### config.mk
export PLATFORM = sky130hd
export DESIGN_NAME = cw_replay_buf
export DESIGN_NICKNAME = d
export VERILOG_FILES = /design/src/rtl/cw_replay_buf.sv
export SDC_FILE = /design/constraint.sdc
export NUM_CORES = 1
export LEC_CHECK = 0
export ABC_AREA = 1
export ABC_CLOCK_PERIOD_IN_PS = 1500
export CAP_MARGIN = 0
export CORE_UTILIZATION = 50
export CTS_CLUSTER_DIAMETER = 200
export DETAILED_ROUTE_END_ITERATION = 10
export HOLD_SLACK_MARGIN = 0.08
export PLACE_DENSITY = 0.79
export SKIP_LAST_GASP = 1
export SYNTH_ARGS = -nofsm -noshare
export SYNTH_HDL_FRONTEND = slang
export SYNTH_SLANG_ARGS = --single-unit
### constraint.sdc
create_clock -name clk -period 1.5 [get_ports clk]
set_input_delay 0.375 -clock clk [delete_from_list [all_inputs] [get_ports clk]]
set_output_delay 0.375 -clock clk [all_outputs]
set_load 0.005 [all_outputs]
### src/rtl/cw_replay_buf.sv
// ============================================================================
// cw_replay_buf -- parametrised codeword replay buffer (OFDM receive path)
//
// Captures one block of DEPTH received codewords. It then replays the whole
// block N_ITER times to the iterative decoder. Both sides use ready/valid flow
// control. The storage is an inferred simple dual-port RAM with a 1-cycle
// registered read.
//
// Optional feature macro: CW_REPLAY_ITER_TAG_EN
//   defined     -> do_iter port present; it carries the pass index of do_data.
//   not defined -> do_iter port absent; the pass counter stays internal.
//
// Parameters
//   DW      codeword width (bits)
//   DEPTH   codewords per block (>= 2)
//   AW      address width (2**AW >= DEPTH)
//   N_ITER  replay passes per block (>= 1)
//   IW      pass-counter width (2**IW >= N_ITER)
//
// Ports
//   clk      in   1   working clock
//   rst      in   1   reset, asynchronous, active-high
//   di       in   DW  input codeword
//   di_vld   in   1   input valid
//   di_rdy   out  1   buffer accepts input (fill phase)
//   do_data  out  DW  replayed codeword (registered RAM read data).
//                     'do' is a reserved word, so this port is named do_data.
//   do_vld   out  1   output valid
//   do_rdy   in   1   downstream accepts output
//   do_last  out  1   do_data is word DEPTH-1 of the current pass
//   do_iter  out  IW  pass index of do_data (CW_REPLAY_ITER_TAG_EN only)
//   done     out  1   1-cycle pulse: final word of final pass accepted
// ============================================================================
module cw_replay_buf #(
    parameter int DW     = 3,
    parameter int DEPTH  = 32,
    parameter int AW     = 5,
    parameter int N_ITER = 4,
    parameter int IW     = 2
) (
    input  logic          clk,
    input  logic          rst,
    input  logic [DW-1:0] di,
    input  logic          di_vld,
    output logic          di_rdy,
    output logic [DW-1:0] do_data,
    output logic          do_vld,
    input  logic          do_rdy,
    output logic          do_last,
`ifdef CW_REPLAY_ITER_TAG_EN
    output logic [IW-1:0] do_iter,
`endif
    output logic          done
);

    localparam int            RW          = $clog2(DEPTH * N_ITER + 1);
    localparam logic [AW-1:0] LAST_ADDR   = AW'(DEPTH - 1);
    localparam logic [RW-1:0] TOTAL_WORDS = RW'(DEPTH * N_ITER);

    // S_ARM is the one cycle between the last write and the first read issue.
    // During that cycle the read counter is loaded, so the first output word
    // appears on the 2nd edge after the final write.
    typedef enum logic [1:0] {
        S_FILL,
        S_ARM,
        S_REPLAY
    } state_t;

    state_t        state, state_nxt;
    logic [AW-1:0] wr_ptr, rd_ptr;
    logic [IW-1:0] pass;
    logic [RW-1:0] reads_left;
    logic          wr_en, rd_en, last_accept;
    logic [DW-1:0] mem [DEPTH];

    // ------------------------------------------------------------------------
    // FSM: state register
    // ------------------------------------------------------------------------
    // NOTE: clocked state is always assigned with <=, so every flop samples
    // the values that held before the edge, whatever order the statements are in.
    always_ff @(posedge clk or posedge rst) begin
        if (rst) state <= S_FILL;
        else     state <= state_nxt;
    end

    // ------------------------------------------------------------------------
    // FSM: next-state logic
    // ------------------------------------------------------------------------
    // NOTE: every always_comb output gets a default first. A path that leaves
    // one unassigned would infer a latch.
    always_comb begin
        state_nxt = state;
        case (state)
            S_FILL:   if (wr_en && (wr_ptr == LAST_ADDR)) state_nxt = S_ARM;
            S_ARM:    state_nxt = S_REPLAY;
            S_REPLAY: if (last_accept) state_nxt = S_FILL;
            default:  state_nxt = S_FILL;
        endcase
    end

    // ------------------------------------------------------------------------
    // FSM: control outputs
    // ------------------------------------------------------------------------
    always_comb begin
        wr_en       = (state == S_FILL) && di_vld && di_rdy;
        // A new read is issued when reads remain and the output register is
        // empty or being emptied this cycle.
        rd_en       = (state == S_REPLAY) && (reads_left != '0) &&
                      (!do_vld || do_rdy);
        // Once every read has been issued, the only word left in flight is
        // the final word of the final pass.
        last_accept = (state == S_REPLAY) && (reads_left == '0) &&
                      do_vld && do_rdy && do_last;
    end

    // ------------------------------------------------------------------------
    // Codeword RAM write port
    // ------------------------------------------------------------------------
    // NOTE: the storage array has no reset, so it can map onto block RAM.
    // Its contents are don't-care until a block has been written.
    always_ff @(posedge clk) begin
        if (wr_en) mem[wr_ptr] <= di;
    end

    // ------------------------------------------------------------------------
    // Pointers, counters and registered output stage
    // ------------------------------------------------------------------------
    always_ff @(posedge clk or posedge rst) begin
        if (rst) begin
            di_rdy     <= 1'b0;
            wr_ptr     <= '0;
            rd_ptr     <= '0;
            pass       <= '0;
            reads_left <= '0;
            do_data    <= '0;
            do_vld     <= 1'b0;
            do_last    <= 1'b0;
            done       <= 1'b0;
`ifdef CW_REPLAY_ITER_TAG_EN
            do_iter    <= '0;
`endif
        end else begin
            // di_rdy is registered from the next state. It rises on the first
            // edge after reset and drops on the edge that takes the last word.
            di_rdy <= (state_nxt == S_FILL);
            done   <= last_accept;

            if (wr_en) begin
                wr_ptr <= (wr_ptr == LAST_ADDR) ? '0 : wr_ptr + AW'(1);
            end

            if (state == S_ARM) begin
                reads_left <= TOTAL_WORDS;
            end

            if (rd_en) begin
                do_data    <= mem[rd_ptr];
                do_vld     <= 1'b1;
                do_last    <= (rd_ptr == LAST_ADDR);
`ifdef CW_REPLAY_ITER_TAG_EN
                do_iter    <= pass;
`endif
                reads_left <= reads_left - RW'(1);
                if (rd_ptr == LAST_ADDR) begin
                    rd_ptr <= '0;
                    pass   <= pass + IW'(1);
                end else begin
                    rd_ptr <= rd_ptr + AW'(1);
                end
            end else if (do_vld && do_rdy) begin
                do_vld <= 1'b0;
            end

            // The last read already wrapped rd_ptr to 0. Rewind the pass count
            // so the next block starts clean.
            if (last_accept) begin
                pass <= '0;
            end
        end
    end

endmodule

==> results.md <==
* Status: complete, but fails checks
* Failing checks: negative setup slack
* Core area at 10,900 um^2
* Slew HR at 0.725
* Combinational fraction of design power at 0.389
* Flop2flop setup slack at -0.21 ns
* Crit Path Max Fanout at 8
* Antenna viol nets, final at 0
* FF-to-FF Start: rd_ptr[0]$_DFFE_PP0P_
* Setup Crit Path Kind: reg2reg
* Ports at 14
* Pins over their slew limit at 0
* Top cell type's share of synthesized area at 0.515
* DRC Markers at 0
* Tcrit/Tclk final at 1.14
* Synth area leader: edfxtp_1
* Inst Count DP at 731
* Vias in the first global route at 4,305
* Fillers at 640
* Yosys reg bits at 123
* Final min period at 1.71 ns
* Final number of hold-violating endpoints at 0
* Pwr Density at 1720 nW/um^2
* Final non-filler cell total at 785
* Via density at 5.97
* Die ar. at 11,600 um^2
* Final GP Congestion at 0.834
* Layout area overhead at 33.3%
* Routed WL at 16,700 um
* Critical Path End Type: flop
* Clock skew at 0.00970 ns
* Pre-antenna DRT Iters at 6
* Ant. Diodes at 0
* Most common cell in the synthesized netlist: nand2_1
* Post-Syn Area at 5600 um^2
* Worst setup slack after layout at -0.208 ns
* Seq pwr share at 0.321
* R2R depth at 12
* Hold_buf cts at 0
* Layout cells sized above 1 at 0.298
* Longest Clk Path Bufs at 2
* Peak supply drop at 0.00108 V
* EDFF count, synth at 96
* Total number of vias at 4,688
* Clock power share at 0.290
* Final HPWL DP at 8330 um
* Synth cell count leaders: 161 x nand2_1, 96 x edfxtp_1, 69 x nand3_1
* WL/cell at 21.3 um
* Largest net degree at the start of global routing at 33
* TritonCTS clock tree: built
* Worst slew pin tran at 0.411 ns
* Depth of the CTS H-tree at 4
* Max-Cap Viols at 0
* Lkg Pwr at 3.05 nW
* Top cells by area, synth: edfxtp_1 52%, dfrtp_1 12%, nand2_1 11%
* GR Util All Layers at 0.248
* Die W at 108 um
* RSZ-0062 raised after global routing: yes
* Top_reg_cell synth: edfxtp_1
* Skew-Pair Late Insertion Delay at 0.53 ns
* CP arrival at 2.11 ns
* Internal power at 8.22 mW
* Worst slack, placed at -0.566 ns
* Post-synthesis sequential area ratio at 0.636
* GR Overflow Total at 0
* Avg Inst Size Synth at 9.99 um^2
* # nets final at 647
* Startpoint types: flop
* Sink Count at 123
* Cells after synthesis at 560
* Area occupied by multi-input gates at 2080 um^2
* Initial antenna violation count at 0
* Achievable Freq at 585 MHz
* Critical Path RT at 1.91 ns
* Reg area at 3560 um^2
* Worst flop-to-flop path endpoint: do_data[2]$_DFFE_PP0P_
* Share of synthesized registers carrying an async set or reset at 0.220
* Yosys warning total at 0
* CTS buffer count at 17
* Initial Util at 0.514
* Die Ht at 108 um
* Core Rows at 38
* Yosys cell types at 27
* Clk slew on worst S/H paths at 0.06 ns
* Syn Nets at 575
* First-pass GRT wire length at 21,100 um
* Port Buffers at 13
* Psw at 4.64 mW
* Clock root buffer: clkbuf_8
* Setup Viol. Count Final at 46
* Worst setup path startpoint: rd_ptr[0]$_DFFE_PP0P_
* Worst min-delay path class: in2async
* Initial DRC Count at 766
* Switching share of power at 0.361
layer usage:
| layer | routed length (um) | part of all wire | global-route usage |
|---|---|---|---|
| met2 | 8280 | 0.49 | 0.423 |
| met3 | 1810 | 0.11 | 0.0599 |
| met4 | 1300 | 0.078 | 0.133 |
| met1 | 5350 | 0.32 | 0.287 |
| met5 | 0 | 0 | 0 |
worst max-delay path: stages, from the launching register on:
cell,delay [ns]
dfrtp_2,0.37
buf_6,0.13
inv_8,0.06
buf_12,0.14
buf_8,0.14
nand2_2,0.11
nand3_1,0.10
nand3_1,0.08
nand2_1,0.07
nor2_1,0.12
nand2_1,0.08
nand3_2,0.07
nand2_1,0.09
how the worst max path moves through the flow:
stage,to,slack [ns],cells past startpoint
final,do_data[2]$_DFFE_PP0P_,-0.21,12
after detailed placement,mem[7][1]$_DFFE_PP_,-0.57,9
after floorplan,mem[15][0]$_DFFE_PP_,-0.01,5
after global routing,do_data[2]$_DFFE_PP0P_,-0.30,12
after CTS,do_last,-0.04,1
after global placement,mem[7][0]$_DFFE_PP_,-0.54,9
stage by stage:
| stage | TNS, ns | power [mW] | hold WS, ns | utilization | cell area, um^2 |
|---|---|---|---|---|---|
| 2_1_floorplan | -0.143 | 6.41 | 0.428 | - | 5600 |
| 3_3_place_gp | -43.06 | 7.29 | 0.484 | 0.566 | 6170 |
| 3_5_place_dp | -48.76 | 7.46 | 0.478 | 0.566 | 6170 |
| 4_1_cts | -0.686 | 11.5 | 0.229 | 0.635 | 6920 |
| 5_1_grt | -7.26 | 13.3 | 0.272 | 0.685 | 7460 |
| 6_report | -1.95 | 12.9 | 0.233 | 0.685 | 7460 |
flip-flops by register name, indices dropped and copies added, names as in the netlist:
| register | flops |
|---|---|
| mem | 96 |
| reads_left | 8 |
| rd_ptr | 5 |
| wr_ptr | 5 |
| do_data | 3 |
| state | 2 |
| di_rdy | 1 |
| do_last | 1 |
| do_vld | 1 |
| done | 1 |
cell families after synthesis:
kind of cell	count (synthesis)	share of synthesized area
fa+ha+maj	8	0.0179
buf+inv	90	0.0765
compound gates	30	0.0311
xor+xnor	6	0.00939
simple gates	303	0.229
flops	123	0.636
layout by cell type (no fill, tap or decap), types with 7 or more instances in the layout:
cell       instances
nand2_1          149
a21oi_1            7
clkbuf_16         20
nand3_1           52
edfxtp_1          96
nor2_2            11
nor2_4            25
nor2_1            23
inv_2              8
buf_4             37
inv_1             58
buf_12            12
nand2_2           10
nand3_2           17
dfrtp_1           25
timing repair:
item | CTS | global route
pin swaps | 6 | 24
gates resized for setup | 62 | 101
setup endpoints to repair | 96 | 117
gates cloned | 1 | 4
setup buffers | 5 | 12
cell type report:
type,instances,share of cell area
clock buffers,22,0.0621
clock inverters,10,0.00973
inverters,69,0.0364
multi-input cells,347,0.279
flip-flops and latches,123,0.477
well taps,140,0.0235
repair buffers,74,0.112
power groups by stage:
| stage | Combinational (mW) | Sequential [mW] | Clock, mW |
|---|---|---|---|
| CTS | 3.75 | 4.08 | 3.67 |
| floorplan | 2.34 | 4.07 | 0 |
| finish | 5.01 | 4.12 | 3.73 |
| detailed placement | 3.34 | 4.12 | 0 |
| global placement | 3.18 | 4.11 | 0 |
| global route | 5.29 | 4.12 | 3.86 |
Note: power is estimated with default switching activity, not from simulation.
